[config.mk]
export PLATFORM = sky130hd
export DESIGN_NAME = skew_feeder
export DESIGN_NICKNAME = d
export VERILOG_FILES = /design/src/rtl/skew_feeder.sv
export SDC_FILE = /design/constraint.sdc
export NUM_CORES = 1
export LEC_CHECK = 0
export ABC_AREA = 1
export BUFFER_PORTS_ARGS = -buffer_cell sky130_fd_sc_hd__buf_2
export CORE_MARGIN = 3
export CORE_UTILIZATION = 50
export CTS_CLUSTER_DIAMETER = 60
export DETAILED_ROUTE_END_ITERATION = 12
export PLACE_DENSITY_LB_ADDON = 0.1
export SLEW_MARGIN = 30
export SYNTH_ARGS = -nofsm -noshare
export SYNTH_HDL_FRONTEND = slang
export SYNTH_SLANG_ARGS = --single-unit
[constraint.sdc]
create_clock -name clk_i -period 2.3 [get_ports clk_i]
set_input_delay 0.46 -clock clk_i [delete_from_list [all_inputs] [get_ports clk_i]]
set_output_delay 0.46 -clock clk_i [all_outputs]
set_load 0.02 [all_outputs]
[src/rtl/skew_feeder.sv]
// skew_feeder: buffers one A and one B operand matrix from a byte stream and
// feeds them into the systolic array edges with a per-lane diagonal skew.
module skew_feeder #(
  parameter int width_p        = 8,
  parameter int array_height_p = 2,
  parameter int array_width_p  = 2,
  parameter int depth_p        = 2
) (
  input  logic                              clk_i,
  input  logic                              reset_n_i,
  input  logic                              valid_i,
  input  logic [width_p-1:0]                data_i,
  output logic                              ready_o,
  input  logic                              en_i,
  output logic [array_height_p*width_p-1:0] row_data_o,
  output logic [array_height_p-1:0]         row_valid_o,
  output logic [array_width_p*width_p-1:0]  col_data_o,
  output logic [array_width_p-1:0]          col_valid_o,
  output logic                              busy_o,
  output logic                              done_o
);
  localparam int H  = array_height_p;
  localparam int W  = array_width_p;
  localparam int D  = depth_p;
  localparam int TL = D + (H > W ? H : W) - 2;
  localparam int IM = H > D ? H : D;
  localparam int JM = D > W ? D : W;
  localparam int IW = IM > 1 ? $clog2(IM) : 1;
  localparam int JW = JM > 1 ? $clog2(JM) : 1;
  localparam int TW = TL > 0 ? $clog2(TL + 1) : 1;
  typedef enum logic [1:0] {LOAD_A, LOAD_B, STREAM} state_t;
  state_t st, st_n;
  logic [IW-1:0] i, i_n;
  logic [JW-1:0] j, j_n;
  logic [TW-1:0] t, t_n;
  logic [width_p-1:0] a [H][D];
  logic [width_p-1:0] a_n [H][D];
  logic [width_p-1:0] b [D][W];
  logic [width_p-1:0] b_n [D][W];
  logic [H*width_p-1:0] rd_n;
  logic [H-1:0] rv_n;
  logic [W*width_p-1:0] cd_n;
  logic [W-1:0] cv_n;
  logic done_n, il, jl;
  int dl;
  assign ready_o = st != STREAM;
  assign busy_o  = st == STREAM;
  // Outputs are built from the next t and the buffer contents including this
  // cycle's write, so the first beat can use the element just handshaken.
  always_comb begin
    st_n = st;
    i_n = i;
    j_n = j;
    t_n = t;
    a_n = a;
    b_n = b;
    done_n = 1'b0;
    rd_n = '0;
    rv_n = '0;
    cd_n = '0;
    cv_n = '0;
    dl = 0;
    jl = j == (st == LOAD_A ? JW'(D - 1) : JW'(W - 1));
    il = i == (st == LOAD_A ? IW'(H - 1) : IW'(D - 1));
    if (st != STREAM && valid_i) begin
      for (int r = 0; r < H; r++)
        for (int c = 0; c < D; c++)
          if (st == LOAD_A && i == IW'(r) && j == JW'(c)) a_n[r][c] = data_i;
      for (int r = 0; r < D; r++)
        for (int c = 0; c < W; c++)
          if (st == LOAD_B && i == IW'(r) && j == JW'(c)) b_n[r][c] = data_i;
      j_n = jl ? '0 : j + JW'(1);
      i_n = jl ? (il ? '0 : i + IW'(1)) : i;
      if (jl && il) st_n = st == LOAD_A ? LOAD_B : STREAM;
    end else if (st == STREAM && en_i) begin
      t_n = t == TW'(TL) ? '0 : t + TW'(1);
      if (t == TW'(TL)) begin
        st_n = LOAD_A;
        done_n = 1'b1;
      end
    end
    for (int r = 0; r < H; r++) begin
      dl = int'(t_n) - r;
      for (int k = 0; k < D; k++)
        if (st_n == STREAM && dl == k) begin
          rv_n[r] = 1'b1;
          rd_n[r*width_p +: width_p] = a_n[r][k];
        end
    end
    for (int c = 0; c < W; c++) begin
      dl = int'(t_n) - c;
      for (int k = 0; k < D; k++)
        if (st_n == STREAM && dl == k) begin
          cv_n[c] = 1'b1;
          cd_n[c*width_p +: width_p] = b_n[k][c];
        end
    end
  end
  always_ff @(posedge clk_i) begin
    if (!reset_n_i) begin
      st <= LOAD_A;
      i <= '0;
      j <= '0;
      t <= '0;
      row_data_o <= '0;
      row_valid_o <= '0;
      col_data_o <= '0;
      col_valid_o <= '0;
      done_o <= 1'b0;
    end else begin
      st <= st_n;
      i <= i_n;
      j <= j_n;
      t <= t_n;
      row_data_o <= rd_n;
      row_valid_o <= rv_n;
      col_data_o <= cd_n;
      col_valid_o <= cv_n;
      done_o <= done_n;
    end
  end
  always_ff @(posedge clk_i) begin
    a <= a_n;
    b <= b_n;
  end
endmodule
# == Yosys cells after proc, flatten, opt, wreduce, memory -nomap -nowiden ==
# Cells that the tools add are included.
# totals
reg_bits,105
latchBits,0
mem_bits_rw,0
mem_bits_ro,0
wordCells,88
mem_count,0
# classes
n_addsub,4
multipliers,0
div,0
magnitude_cmp,0
eq_ne,7
shifts,0
mux,33
bitwise,4
reduce_logical,24
# op_table
cell,count
two-way mux 8 bit,16
zero test 32 bit,2
two-way mux 32 bit,2
logical AND 1 bit,19
two-way mux 2 bit,8
"== test 2 bit, second input constant",4
two-way mux 1 bit,7
NOT 1 bit,4
"== test 3 x 2 -> 1 bit, second input constant",1
OR reduction 3 bit,1
"subtractor 2 x 1 -> 3 bit, second input constant",1
"adder 1 bit, second input constant",2
"adder 2 x 1 -> 2 bit, second input constant",1
"== test 2 x 1 -> 1 bit, second input constant",1
zero test 2 bit,1
"!= test 2 bit, second input constant",1
AND reduction 2 bit,1

# == Longest topological paths before layout ==
# Gate-level depths: netlist (run 1).
# logic_depth
ltp_word,9
mapped_depth,10
depth_no_buf,9

# == Worst setup path after synthesis (run 1) ==
# Ideal clock, no wire load.
# synth_timing
kind,flip-flop to flip-flop
from,register st[0]
to,register col_data_o[15]
arrival_ns,1.552
path_slack_ns,0.678
stages_incl_launch_ff,10
path_buffers,1
path_cell_list,dfxtp_1 > inv_2 > nand2_1 > nand2_1 > nand2_1 > nand2_1 > nor2_2 > buf_2 > nand2_1 > a21oi_1
# synth_via
word_cells_on_any_way,28
cone_classes,add/sub (1); eq/ne (5); mux (12); reduce/logical (10)
# synth_rtl
item,line_no,rtl
start: declaration,32,"state_t st, st_n;"
start signal: assignment,111,st <= st_n;
!= test 2 bit (*),-,
via ready_o,13,"output logic ready_o,"
logical AND 1 bit (*),65,if (st != STREAM && valid_i) begin
two-way mux 2 bit,65,
subtractor 2 x 1 -> 3 bit,91,dl = int'(t_n) - c;
zero test 32 bit,93,if (st_n == STREAM && dl == k) begin
logical AND 1 bit,93,
two-way mux 8 bit,93,
two-way mux 8 bit (*),93,
end signal: assignment,117,col_data_o <= cd_n;
end: declaration,17,"output logic [array_width_p*width_p-1:0] col_data_o,"
# The timed path passes the listed nets; every way through them passes the cells marked *.
# A chain may end at the register's enable or synchronous reset.

# == Worst setup path after layout (run 1) ==
# layout_timing
from,register st[0]
to,register row_data_o[5]
# layout_via
elab_chain_len,8
word_cells_on_any_way,25
cone_classes,eq/ne (4); mux (12); reduce/logical (9)
# layout_rtl
item,line_no,rtl
== test 2 bit or zero test 2 bit (tied branches),"75, 68, 74",
logical AND 1 bit or two-way mux 2 bit (tied branches),"75, 74",
"two-way mux 2 bit, on equally long branches","75, 74",
two-way mux 2 bit,65,
zero test 32 bit or == test 2 bit (tied branches),85,if (st_n == STREAM && dl == k) begin
logical AND 1 bit,85,
two-way mux 8 bit,85,
two-way mux 8 bit (*),85,
end signal: assignment,115,row_data_o <= rd_n;
end: declaration,15,"output logic [array_height_p*width_p-1:0] row_data_o,"
# Mark *: on every way between the ends. The rest lies on a longest branch, timed or not.

==> flow_summary.yaml, run 1 <==
sta:
  rsz0062_at_grt: "no"
  finalHoldViolCount: 0
  setup_viol: 0
  post-route-min-period_ps: 2020
  timing.final.crit_share: 0.876
  final-max-slew-violation-count: 0
  max_clock_freq_mhz: 496
  relSlewSlack: 0.639
  finClkSkew_ps: 8.81
  tns_ps: 0
  worstMarginPinSlew_ps: 539
route:
  drc_errors: 0
  wl_per_cell_um: 14.1
  wirelength_um: 9410
  drtPass1Iterations: 4
  final_antenna_net_count: 0
  first_iter_violations: 187
  vias: 3421
  avgViaCountPerCell: 5.12
power:
  max-vdd-ir-drop_mv: 0.517
  powerDensity_nw_per_um2: 844
  leakage_uw: 0.00208
finish:
  antenna_cells: 0
  area.growth.synth_to_final_pct: 13.0
  nets: 576
  final_area_um2: 4450
  layout-drive-gt1-share: 0.169
grt:
  grt_start_max_net_pins: 23
  overflow: 0
  first_global_vias: 3119
  grt_usage: 0.219
  antenna_found_initial: 0
  grt_pass1_wl_um: 15200
floorplan:
  die_area_um2: 8970
  ios: 51
  placementRows: 31
  die_h_um: 94.7
  die_w_um: 94.7
  core_region_area_um2: 7450
  start_util: 0.528
status:
  outcome: "finished clean"
clock_tree:
  cts_tree: "done"
  clk_latency_ps: 360
  cts_root_buf: "clkbuf_8"
  post_cts_resize_count: 0
  clock-sinks: 105
  cts_hold_buf: 0
  clockBufferDepth: 2
  cts.clk_slew.worst_paths_ps: 100
  numCtsBuffers: 9
  cts_setup_buffers: 0
  cts_max_level: 3
logic_synthesis:
  postSynthCellCount: 520
  synthTopCellsByArea: "dfxtp_1, nand2_1, o21ai_0"
  synth_seq_cells: 105
  yosysUniqueCellTypes: 19
  yosys_warnings: 0
  netlist_area_um2: 3930
  yosysTopAreaCell: "dfxtp_1"
  synth_top_area_frac: 0.534
  syn_nets: 532
  syn_area_per_cell_um2: 7.56
  yosysSeqAreaShare: 0.534
place:
  dp_hpwl_um: 6360
  place_congestion: 0.819
  placed_area_um2: 4250
  port_buffers: 50
worst_setup_path:
  cp.arrival_ps: 2310
  end_kind: "register"
  worst-path-max-fanout: 22
  cp_data_required_time_ps: 2590
  critPathLaunchType: "register"
  crit_type: "reg -> reg"
flow_run:
  drv_cap: 0
worst_hold_path:
  hold_path.class: "in -> reg"
-- worst paths after layout --
| kind | startpoint | end | slack, ps | cells past startpoint |
|---|---|---|---|---|
| setup reg to reg | st[0] | row_data_o[5] | 280 | 9 |
| setup / recovery | st[0] | row_data_o[5] | 280 | 9 |
| hold reg to reg | a[7] | a[7] | 460 | 2 |
| hold / removal | data_i[7] | b[31] | 450 | 3 |
-- registers in the layout (all words and copies together) (netlist names) --
register / count
done_o: 1
b: 32
a: 32
i: 1
row_data_o: 16
j: 1
st: 2
col_valid_o: 2
col_data_o: 16
t: 2
-- layout by cell type, fill, tap and decap left out, drive strengths merged --
master and count:
inv 21, buf 62, nand2 219, bufinv 1, clkbuf 9, nand3 42
dfxtp 105, clkinv 2, clkinvlp 2, nor2 18, a21oi 36, o21ai 50
and3 1, nor3 1
-- kinds of logic after synthesis --
kind of cell,count (synthesis),synth area share
AO/OA/AOI/OAI,86,0.109
flip-flops,105,0.534
AND/OR/NAND/NOR,281,0.300
buffers and inverters,48,0.0566
-- report_power, final --
group	leakage, uW	internal (uW)	switching, uW
clock network	0.0000962	511	624
registers	0.000856	2020	62.0
logic	0.00113	162	380
total	0.00208	2690	1070
-- metrics by stage --
stage	util	std cells	power (uW)	setup slack (ps)	hold slack, ps
after global routing	0.597	668	3940	32.0	454
after CTS	0.597	668	3780	280	440
after detailed placement	0.570	652	2660	303	433
after global placement	0.570	652	2640	336	427
after floorplan	-	520	2510	678	416
final	0.597	668	3750	285	447
-- layout make-up --
class | count | area, um2
multi-input cells | 367 | 1610
clock inverters | 7 | 76.3
clock buffers | 9 | 124
inverters | 19 | 71.3
fillers | 724 | 3000
flip-flops and latches | 105 | 2100
repair buffers | 62 | 340
well taps | 99 | 124
-- routing by layer --
metal  vias up  share of wire  global-route usage
met3        10          0.051              0.0454
met1      1577           0.45               0.280
met2        85           0.49               0.383
met5         -              0                   0
li1       1749              -                   -
met4         0         0.0099              0.0433
-- critical path, cell delays in order, from the launching register on --
cell	delay [ps]
dfxtp_1	460
inv_2	70
nand2_1	90
nand2_1	320
nand2_1	170
nand2_1	150
nor2_2	140
buf_4	290
nand2_1	90
a21oi_1	160
-- cells in the mapped netlist --
| cell type | count |
|---|---|
| and3_1 | 1 |
| nor2_2 | 5 |
| nand3_1 | 40 |
| nor3_1 | 1 |
| inv_1 | 16 |
| clkbuf_2 | 8 |
| clkbuf_1 | 9 |
| nor2_1 | 8 |
| dfxtp_1 | 105 |
| a21oi_1 | 36 |
| nand3_2 | 2 |
| nor2_4 | 5 |
| o21ai_0 | 48 |
| nand2_1 | 216 |
| buf_4 | 7 |
| buf_2 | 5 |
| nand2_2 | 3 |
| o21ai_1 | 2 |
| inv_2 | 3 |
Power figures use the tool's default switching activity.
==> inputs of run 2 (changes only) <==
--- a/config.mk
+++ b/config.mk
@@ -11,7 +11,7 @@
 export CORE_UTILIZATION = 50
 export CTS_CLUSTER_DIAMETER = 60
 export DETAILED_ROUTE_END_ITERATION = 12
-export PLACE_DENSITY_LB_ADDON = 0.1
+export PLACE_DENSITY = 0.72
 export SLEW_MARGIN = 30
 export SYNTH_ARGS = -nofsm -noshare
 export SYNTH_HDL_FRONTEND = slang
==> run 2 against run 1 <==
Compared with the run above: core utilization is 0.13 points higher; combinational power hardly changed; sequential power hardly changed; clock skew is 4.8 ps lower; critical path type unchanged; critical endpoint is now row_data_o[14]; highest routed layer unchanged.
==> flow_summary.yaml, run 2 (same netlist as run 1, synthesis figures left out) <==
status:
  outcome: "finished clean"
grt:
  grt_usage: 0.217
  overflow: 0
  antenna_found_initial: 0
  grt_pass1_wl_um: 15100
  first_global_vias: 3132
  grt_start_max_net_pins: 34
worst_setup_path:
  end_kind: "register"
  cpPeakStageDelay_ps: 450
  r2r_cells: 9
  path_cells: "inv_2 > nand2_1 > nand2_1 > nor2_4 > nand2_1 > nand2_1 > nand2_1 > nand3_1 > a21oi_1"
  cpMostUsedCell: "nand2_1"
  reg2reg_slack_ps: 290
  r2r-end: "row_data_o[14]"
  critPathLaunchType: "register"
  worst-path-max-fanout: 12
  crit_type: "reg -> reg"
  cp_data_required_time_ps: 2560
  cpMaxStageDelayCell: "dfxtp_1"
  cp.arrival_ps: 2270
  r2r_start: "st[0]"
  cp-startpoint: "st[0]"
sta:
  hold_slack_ps: 455
  finClkSkew_ps: 4.05
  post-route-min-period_ps: 2010
  tns_ps: 0
  final-max-slew-violation-count: 0
  setup_viol: 0
  relSlewSlack: 0.648
  worstMarginPinSlew_ps: 526
  rsz0062_at_grt: "no"
  finalHoldViolCount: 0
  max_clock_freq_mhz: 498
  timing.final.crit_share: 0.874
clock_tree:
  clk_latency_ps: 360
  post_cts_resize_count: 0
  numCtsBuffers: 9
  cts.clk_slew.worst_paths_ps: 90
  cts_max_level: 3
  cts_hold_buf: 0
  clock-sinks: 105
  clockBufferDepth: 2
  cts_root_buf: "clkbuf_8"
  cts_setup_buffers: 0
  cts_tree: "done"
power:
  max-vdd-ir-drop_mv: 0.511
  leakage_uw: 0.00209
  powerDensity_nw_per_um2: 846
floorplan:
  die_w_um: 94.7
  ios: 51
  placementRows: 31
  core_region_area_um2: 7450
  die_h_um: 94.7
  start_util: 0.528
  die_area_um2: 8970
route:
  wl_per_cell_um: 13.8
  drc_errors: 0
  vias: 3439
  drtPass1Iterations: 5
  wirelength_um: 9180
  avgViaCountPerCell: 5.16
  final_antenna_net_count: 0
  first_iter_violations: 228
finish:
  final_common_cell: "nand2_1"
  post-route-util: 0.598
  reg_top3: "a: 32 flops, b: 32 flops"
  fillerInstances: 729
  layout_common_cells: "nand2_1, dfxtp_1, buf_2"
  antenna_cells: 0
  layout-drive-gt1-share: 0.167
  area.growth.synth_to_final_pct: 13.3
  nets: 575
place:
  port_buffers: 50
  dp_hpwl_um: 6060
  place_congestion: 0.817
worst_hold_path:
  min_delay_path_depth: 2
  hold_path.class: "reg -> reg"
  hold_path_end: "a[4]"
  worstHoldStart: "a[4]"
flow_run:
  drv_cap: 0
-- run 2: changes by cell type in the layout (fill, tap and decap cells not counted) --
| cell | before | now |
|---|---|---|
| clkinv_2 | 1 | 3 |
| clkbuf_8 | 9 | 11 |
| buf_12 | 0 | 1 |
| clkinvlp_4 | 2 | 0 |
| inv_6 | 2 | 0 |
| buf_4 | 12 | 10 |
-- run 2: layer usage --
layer	GRT usage	up-vias	routed length (um)
met2	0.356	108	4370
met5	0	-	0
met1	0.281	1570	4030
li1	-	1745	-
met4	0.0853	0	198
met3	0.0414	16	570
-- run 2: metrics by stage --
stage | power (uW) | setup WS, ps | instances | instance area [um2]
after CTS | 3810 | 291 | 667 | 4460
after global routing | 3960 | 48.4 | 667 | 4460
final | 3770 | 290 | 667 | 4460
after global placement | 2630 | 346 | 651 | 4250
after floorplan | 2510 | 678 | 520 | 3930
after detailed placement | 2660 | 302 | 651 | 4250
-- run 2: cell type report --
cell class	instances	area, um2	share of cell area
flip-flops and latches	105	2100	0.472
multi-input cells	367	1610	0.361
repair buffers	61	345	0.0775
clock buffers	11	151	0.0340
well taps	99	124	0.0278
inverters	19	71.3	0.0160
clock inverters	5	53.8	0.0121
-- run 2: power by group --
part           internal (uW)  switching [uW]  total, uW
Combinational            163             379        542
Sequential              2020            59.3       2080
Clock                    559             595       1150
-- run 2: worst max-delay path by stage --
| stage | slack (ps) | cells past startpoint | end |
|---|---|---|---|
| 3_3_place_gp | 350 | 9 | row_data_o[15] |
| 4_1_cts | 290 | 9 | row_data_o[14] |
| 2_1_floorplan | 680 | 9 | col_data_o[15] |
| 3_5_place_dp | 300 | 9 | row_data_o[14] |
| 6_report | 290 | 9 | row_data_o[14] |
| 5_1_grt | 50 | 8 | col_data_o[5] |
-- run 2: worst max-delay path, delay by kind of cell, from the launching register on --
kind	cells	cell delay [ps]
compound gates	1	70
buf+inv	1	70
flops	1	450
simple gates	7	1310
